**src/rtl/max_pool_stream.sv**
```systemverilog
// Streaming 2x2 stride-2 signed max-pool over a raster pixel stream, one pixel per ce.
// Optional macro MAXPOOL_RELU_EN clamps negative pooled results to zero.
module max_pool_stream #(
  parameter int unsigned N = 16,
  parameter int unsigned W = 28,
  parameter int unsigned H = 28
) (
  input  logic         clk,
  input  logic         master_rst,
  input  logic         ce,
  input  logic         rst_m,
  input  logic [N-1:0] din,
  output logic [N-1:0] dout,
  output logic         valid_op,
  output logic         end_op
);

  localparam int unsigned CW = $clog2(W);
  localparam int unsigned RW = $clog2(H);
  localparam int unsigned HALF_W = W / 2;
  localparam int unsigned AW = (HALF_W > 1) ? $clog2(HALF_W) : 1;

  logic [CW-1:0] col;
  logic [RW-1:0] row;
  logic [N-1:0]  hold;
  logic [N-1:0]  line_buf [HALF_W];

  logic [AW-1:0] lb_idx;
  logic [N-1:0]  pair;
  logic [N-1:0]  top;
  logic [N-1:0]  pool_max;
  logic [N-1:0]  pool_out;
  logic          accept;
  logic          col_last;
  logic          row_last;

  assign accept   = ce && !rst_m;
  assign col_last = (col == CW'(W - 1));
  assign row_last = (row == RW'(H - 1));
  assign lb_idx   = AW'(col >> 1);
  assign top      = line_buf[lb_idx];

  // Horizontal pair max and vertical window max, both full-width signed compares.
  always_comb begin
    pair     = ($signed(din) > $signed(hold)) ? din : hold;
    pool_max = ($signed(pair) > $signed(top)) ? pair : top;
`ifdef MAXPOOL_RELU_EN
    pool_out = pool_max[N-1] ? '0 : pool_max;
`else
    pool_out = pool_max;
`endif
  end

  // Top-row partial maxima; every entry is written on an even row before the odd row reads it.
  always_ff @(posedge clk) begin
    if (!master_rst && accept && col[0] && !row[0]) begin
      line_buf[lb_idx] <= pair;
    end
  end

  always_ff @(posedge clk or posedge master_rst) begin
    if (master_rst) begin
      col      <= '0;
      row      <= '0;
      hold     <= '0;
      dout     <= '0;
      valid_op <= 1'b0;
      end_op   <= 1'b0;
    end else begin
      valid_op <= 1'b0;
      end_op   <= 1'b0;
      if (rst_m) begin
        col  <= '0;
        row  <= '0;
        hold <= '0;
      end else if (ce) begin
        if (col_last) begin
          col <= '0;
          row <= row_last ? '0 : row + RW'(1);
        end else begin
          col <= col + CW'(1);
        end
        if (!col[0]) begin
          hold <= din;
        end else if (row[0]) begin
          dout     <= pool_out;
          valid_op <= 1'b1;
          end_op   <= row_last && col_last;
        end
      end
    end
  end

endmodule

```
**config.mk**
```make
export PLATFORM = sky130hd
export DESIGN_NAME = max_pool_stream
export DESIGN_NICKNAME = d
export VERILOG_FILES = /design/src/rtl/max_pool_stream.sv
export SDC_FILE = /design/constraint.sdc
export NUM_CORES = 1
export LEC_CHECK = 0
export BUFFER_PORTS_ARGS = -buffer_cell sky130_fd_sc_hd__clkbuf_2
export CAP_MARGIN = 30
export CORE_MARGIN = 10
export CORE_UTILIZATION = 35
export CTS_BUF_LIST = sky130_fd_sc_hd__clkbuf_4 sky130_fd_sc_hd__clkbuf_8
export DETAILED_ROUTE_END_ITERATION = 8
export PLACE_DENSITY_LB_ADDON = 0.15
export SYNTH_ARGS = -nofsm -noshare
export SYNTH_HDL_FRONTEND = slang
export SYNTH_SLANG_ARGS = --single-unit
```
**constraint.sdc**
```tcl
create_clock -name clk -period 4.9 [get_ports clk]
set_input_delay 0.98 -clock clk [delete_from_list [all_inputs] [get_ports clk]]
set_output_delay 0.98 -clock clk [all_outputs]
set_load 0.01 [all_outputs]
```
== Word-level counts from Yosys, hierarchy flattened ==
Memories as Yosys holds them, arrays and structs flattened.
Index checks and enable logic that the tools add are counted.
Storage, ports and cells
  input bits: 20
  bits in registers: 44
  RAM bits: 224
  memories kept: 1
Cells by class
  multiplexer cells: 22
  bitwise logic cells: 1
  equality and inequality tests: 3
  $lt $le $gt $ge: 2
  reduce and logical (&&, ||, !) cells: 13
  add/subtract/negate cells: 2
Memories
  line_buf: words 14, bits a word 16, read ports 1, clocked after memory_dff 0, write ports 1, line 26  | logic [N-1:0] line_buf [HALF_W];
Operator list (number)
  2-to-1 mux 16 bit: 5
  2-to-1 mux 5 bit: 7
  greater-than comparator 16 bit: 2
  adder 5 x 1 -> 5 bit (second input constant): 2
  equality test 5 bit (second input constant): 2
  2-to-1 mux 1 bit: 10
  logical AND 1 bit: 5
  AND reduction 2 bit: 2
  AND reduction 4 bit: 1
  nonzero test 2 bit: 2
  logical NOT 1 bit: 3
  != test 2 bit (second input constant): 1
  inverter 1 bit: 1

== Longest topological paths before layout ==
  depth after elaboration: 7
  depth in mapped cells: 19

== Least setup slack after synthesis ==
No wires, ideal clock.
  path type: input to register
  from: input din[13]
  to: register dout[15]
  buffers on the path: 2
  stages: 18
  data required time: 4.765 ns
  arrival time: 5.219 ns
  slack: -0.454 ns
  path through: ha_1 -> a21o_1 -> a21o_1 -> a2111o_1 -> a211oi_2 -> mux2i_4 -> buf_6 -> mux2i_1 -> inv_1 -> ha_1 -> a41o_1 -> a21oi_1 -> o221ai_1 -> o311ai_0 -> nand2_1 -> nand2_1 -> clkbuf_1 -> o211ai_1
Between the ends
  longest elaborated chain between the ends: 4
RTL lines
  start: declaration: line 12  | input logic [N-1:0] din,
  greater-than comparator 16 bit: line 45  | pair = ($signed(din) > $signed(hold)) ? din : hold;
  2-to-1 mux 16 bit: line 45
  via pair[10]: line 29  | logic [N-1:0] pair;
  greater-than comparator 16 bit: line 46  | pool_max = ($signed(pair) > $signed(top)) ? pair : top;
  2-to-1 mux 16 bit: line 46
  end signal: assignment: line 86  | dout <= pool_out;
  end: declaration: line 13  | output logic [N-1:0] dout,
The timed path passes the listed nets, and every way through them passes these cells.
A chain may end at the register's enable or synchronous reset.

== Worst setup path after layout ==
  from: input din[13]
  to: register dout[2]
Same word-level chain as after synthesis.

==> results by group <==
Run status
  – Run status: complete, no violations

Synth
  – Top cells by area, synth: edfxtp_1, mux4_2, dfrtp_1, mux2i_1, ha_1
  – Synthesized area: between 0.01 and 0.015 mm^2
  – Seq cells post-synth: 268
  – Synthesized net count: 801
  – Top_reg_cell synth: edfxtp_1
  – Synth warn: 0
  – Post-synth top area cell: edfxtp_1
  – Synth async-reset ratio: 0.164
  – Post-Syn Area per Cell: around 15 um^2
  – Cells after Synth: approximately 750
  – Commonest cells post-synth: edfxtp_1, nand2_1, a21oi_1
  – Yosys cell types: 46
  – Most numerous cell in the Yosys netlist: edfxtp_1
  – Synth top area share: 0.582
  – Seq/Total Area, Yosys: 0.677
  – Number of synthesized flops with an enable pin: ~220

Finish
  – Area Growth Syn to Fin: 20.2%
  – Final core utilization: 0.427
  – Register area: a little under 0.008 mm^2
  – Antenna diode count: 0
  – Multi-input gate area: approximately 0.0036 mm^2
  – Filler Cell Count: 2990
  – Layout cells sized above 1: 0.301
  – Final instance area: 0.0139 mm^2
  – Net count, final: around 900

Die
  – Die height: between 200 and 250 um
  – Initial Util: 0.355
  – CORE AREA: 0.0325 mm^2
  – Die X: about 200 um
  – DIE AREA: between 0.04 and 0.05 mm^2
  – I/O Pins: 38
  – Cell Rows: 66

Timing
  – Setup ws final: about 0.28 ns
  – Slew @ Worst Pin: 0.737 ns
  – Final Setup Violations: 0
  – Final Hold Viols: 0
  – Slew Viols, Final: 0
  – Relative slew slack: 0.509
  – Final Critical Period: around 4.6 ns
  – FMAX: approximately 220 MHz
  – Clk_skew: 0.0218 ns
  – Period utilization: 0.943

Hold path
  – Depth of the worst hold-timing path: 2
  – Hold Startpoint: dout[15]
  – Min-delay worst type: reg -> reg
  – Worst Hold End: dout[15]

Power
  – P_leak: ~0.0050 uW
  – Total power: about 5300 uW
  – Pwr dens: roughly 380 mW/mm^2
  – Maximum VDD drop: 0.000197 V

Setup path
  – CP Class: in -> reg
  – CP required: roughly 5.4 ns
  – Flop2flop setup slack: between 0.3 and 0.4 ns
  – Reg2Reg Depth: 18
  – Crit-path max FO: 16
  – Crit-path slowest cell: or4_4
  – Cell family with most CP delay: compound AO/OA/AOI/OAI gates
  – Worst path max stage delay: ~0.55 ns
  – Crit path arrival time: between 5 and 6 ns
  – R2r startpoint: hold[13]
  – Worst Path Buf+Inv: 3
  – Worst r2r dst: dout[2]
  – Crit path cell chain: clkbuf_2 > ha_4 > a21o_1 > a21o_1 > a2111o_1 > a211oi_2 > mux2i_4 > buf_4 > mux2i_1 > inv_1 > ha_1 > a21oi_1 > o21a_1 > nor3_1 > or4_4 > nand2_4 > nand2_4 > o211ai_1
  – CP Launch Type: input port
  – CP Capture Type: flop

Job
  – Max-Cap Viols: 0

Clock tree
  – Clk_lat worst skew: 0.55 ns
  – CTS Buf Count: 46
  – Clock Path Buffers: 3
  – Clk slew on worst S/H paths: approximately 0.050 ns
  – Clk sinks: around 270
  – Clock root cell: clkbuf_8
  – TritonCTS clock tree: built
  – Post CTS Setup Buffer Count: 0
  – H-tree depth: 2

Global route
  – Antenna violations before repair: 1
  – Pin count of the biggest net entering global routing: 50
  – Grt ovf: 0
  – Vias in the first global route: 7240
  – First-pass GRT wire length: around 42000 um
  – Total track usage: 0.131

Placed design
  – Placed Instance Area: roughly 0.013 mm^2
  – Worst slack, placed: -0.398 ns
  – DP HPWL: 18000 um
  – Gp weighted congestion: a little over 0.8
  – Buffers on Ports: 37

Route
  – WL/cell: roughly 20 um
  – Routed vias: 6714
  – Pre-Repair DR Iteration Count: 4
  – DRT Wirelength: around 27000 um
  – Via density: slightly below 5
  – DRC Markers: 0
  – Antenna Nets Post-Route: 0
  – Drt initial violations: ~290
-- timing repair --
action / in CTS / in global routing
resized for setup: 0 / 8
setup endpoints to repair: 0 / 16
hold buffers: 0 / 0
-- state kept, by name (all words and copies together), names as in the netlist --
| signal | cells |
|---|---|
| row | 5 |
| dout | 16 |
| valid_op | 1 |
| line_buf | 224 |
| col | 5 |
| end_op | 1 |
| hold | 16 |
-- worst min-delay path: stages, from the launching register on --
cell and delay (ns):
dfrtp_1 0.37, nand2_1 0.06, o211ai_1 0.07
-- layer usage --
metal | GRT usage | vias up | part of all wire
met5 | 0 | - | 0
met4 | 0.0376 | 0 | 0.023
met3 | 0.0230 | 50 | 0.033
met2 | 0.230 | 94 | 0.51
met1 | 0.161 | 3458 | 0.43
li1 | - | 3112 | -
-- how the worst max path moves through the flow --
stage / to / start / cells past startpoint
after floorplan: dout[15] / din[13] / 18
after global placement: dout[15] / din[13] / 18
after detailed placement: dout[14] / din[13] / 19
after CTS: dout[14] / hold[13] / 19
after global routing: dout[11] / hold[13] / 19
final: dout[2] / din[13] / 18
-- layout by cell type (no fill, tap or decap), types with 3 or more instances in the layout --
cell       synthesis  layout
inv_2              0       5
nand2_1           63      61
nor2_1            53      53
mux2i_2            0       4
a21o_1             5       5
nand3_1            3       3
clkinv_2           0      10
nand3b_1           3       3
nand4_1            6       6
clkinv_1           0      12
or3_1              5       5
nor3_1             7       3
a21oi_1           62      62
clkbuf_2           0      37
inv_1             38      32
nor3_2             0       4
edfxtp_1         224     224
o21ai_1           10      10
buf_12             0       5
clkbuf_8           0      47
o211ai_1           5       5
ha_4               0       7
mux2i_1           47      43
bufinv_16          0       3
nand2b_1           4       4
o21ai_0            5       5
buf_4              0      72
mux4_2            49      49
nor3b_1            4       4
ha_1              34      27
o31a_1            10      10
clkbuf_4           0      10
xor2_1             3       3
dfrtp_1           44      41
-- cell type report --
cell class | instances | share of cell area
clock buffers | 57 | 0.0520
clock inverters | 27 | 0.0150
inverters | 38 | 0.0103
multi-input cells | 403 | 0.259
flip-flops and latches | 268 | 0.564
well taps | 442 | 0.0398
repair buffers | 115 | 0.0603
-- through the flow --
step	TNS, ns	cells	hold WS, ns
finish	0	1350	0.539
global route	-0.103	1350	0.569
CTS	0	1350	0.552
detailed placement	-5.54	1266	0.540
global placement	-3.32	1265	0.527
floorplan	-0.0604	747	0.504
-- cells by family (layout without fill, tap and decap cells) --
| group | Yosys count | in the layout | share of synthesized area |
|---|---|---|---|
| AOI/OAI and AO/OA | 108 | 108 | 0.0562 |
| xor gates and xnor gates | 3 | 3 | 0.00227 |
| adders and majority gates | 34 | 34 | 0.0368 |
| buffers and inverters | 76 | 237 | 0.0262 |
| DFF | 268 | 268 | 0.677 |
| muxes | 98 | 98 | 0.139 |
| and+or+nand+nor | 160 | 160 | 0.0620 |
-- report_power, final --
| group | switching (uW) | internal [uW] |
|---|---|---|
| clock | 898 | 1130 |
| sequential | 56.1 | 2580 |
| combinational | 344 | 277 |
| total | 1300 | 4000 |
Note: power is estimated with default switching activity, not from simulation.
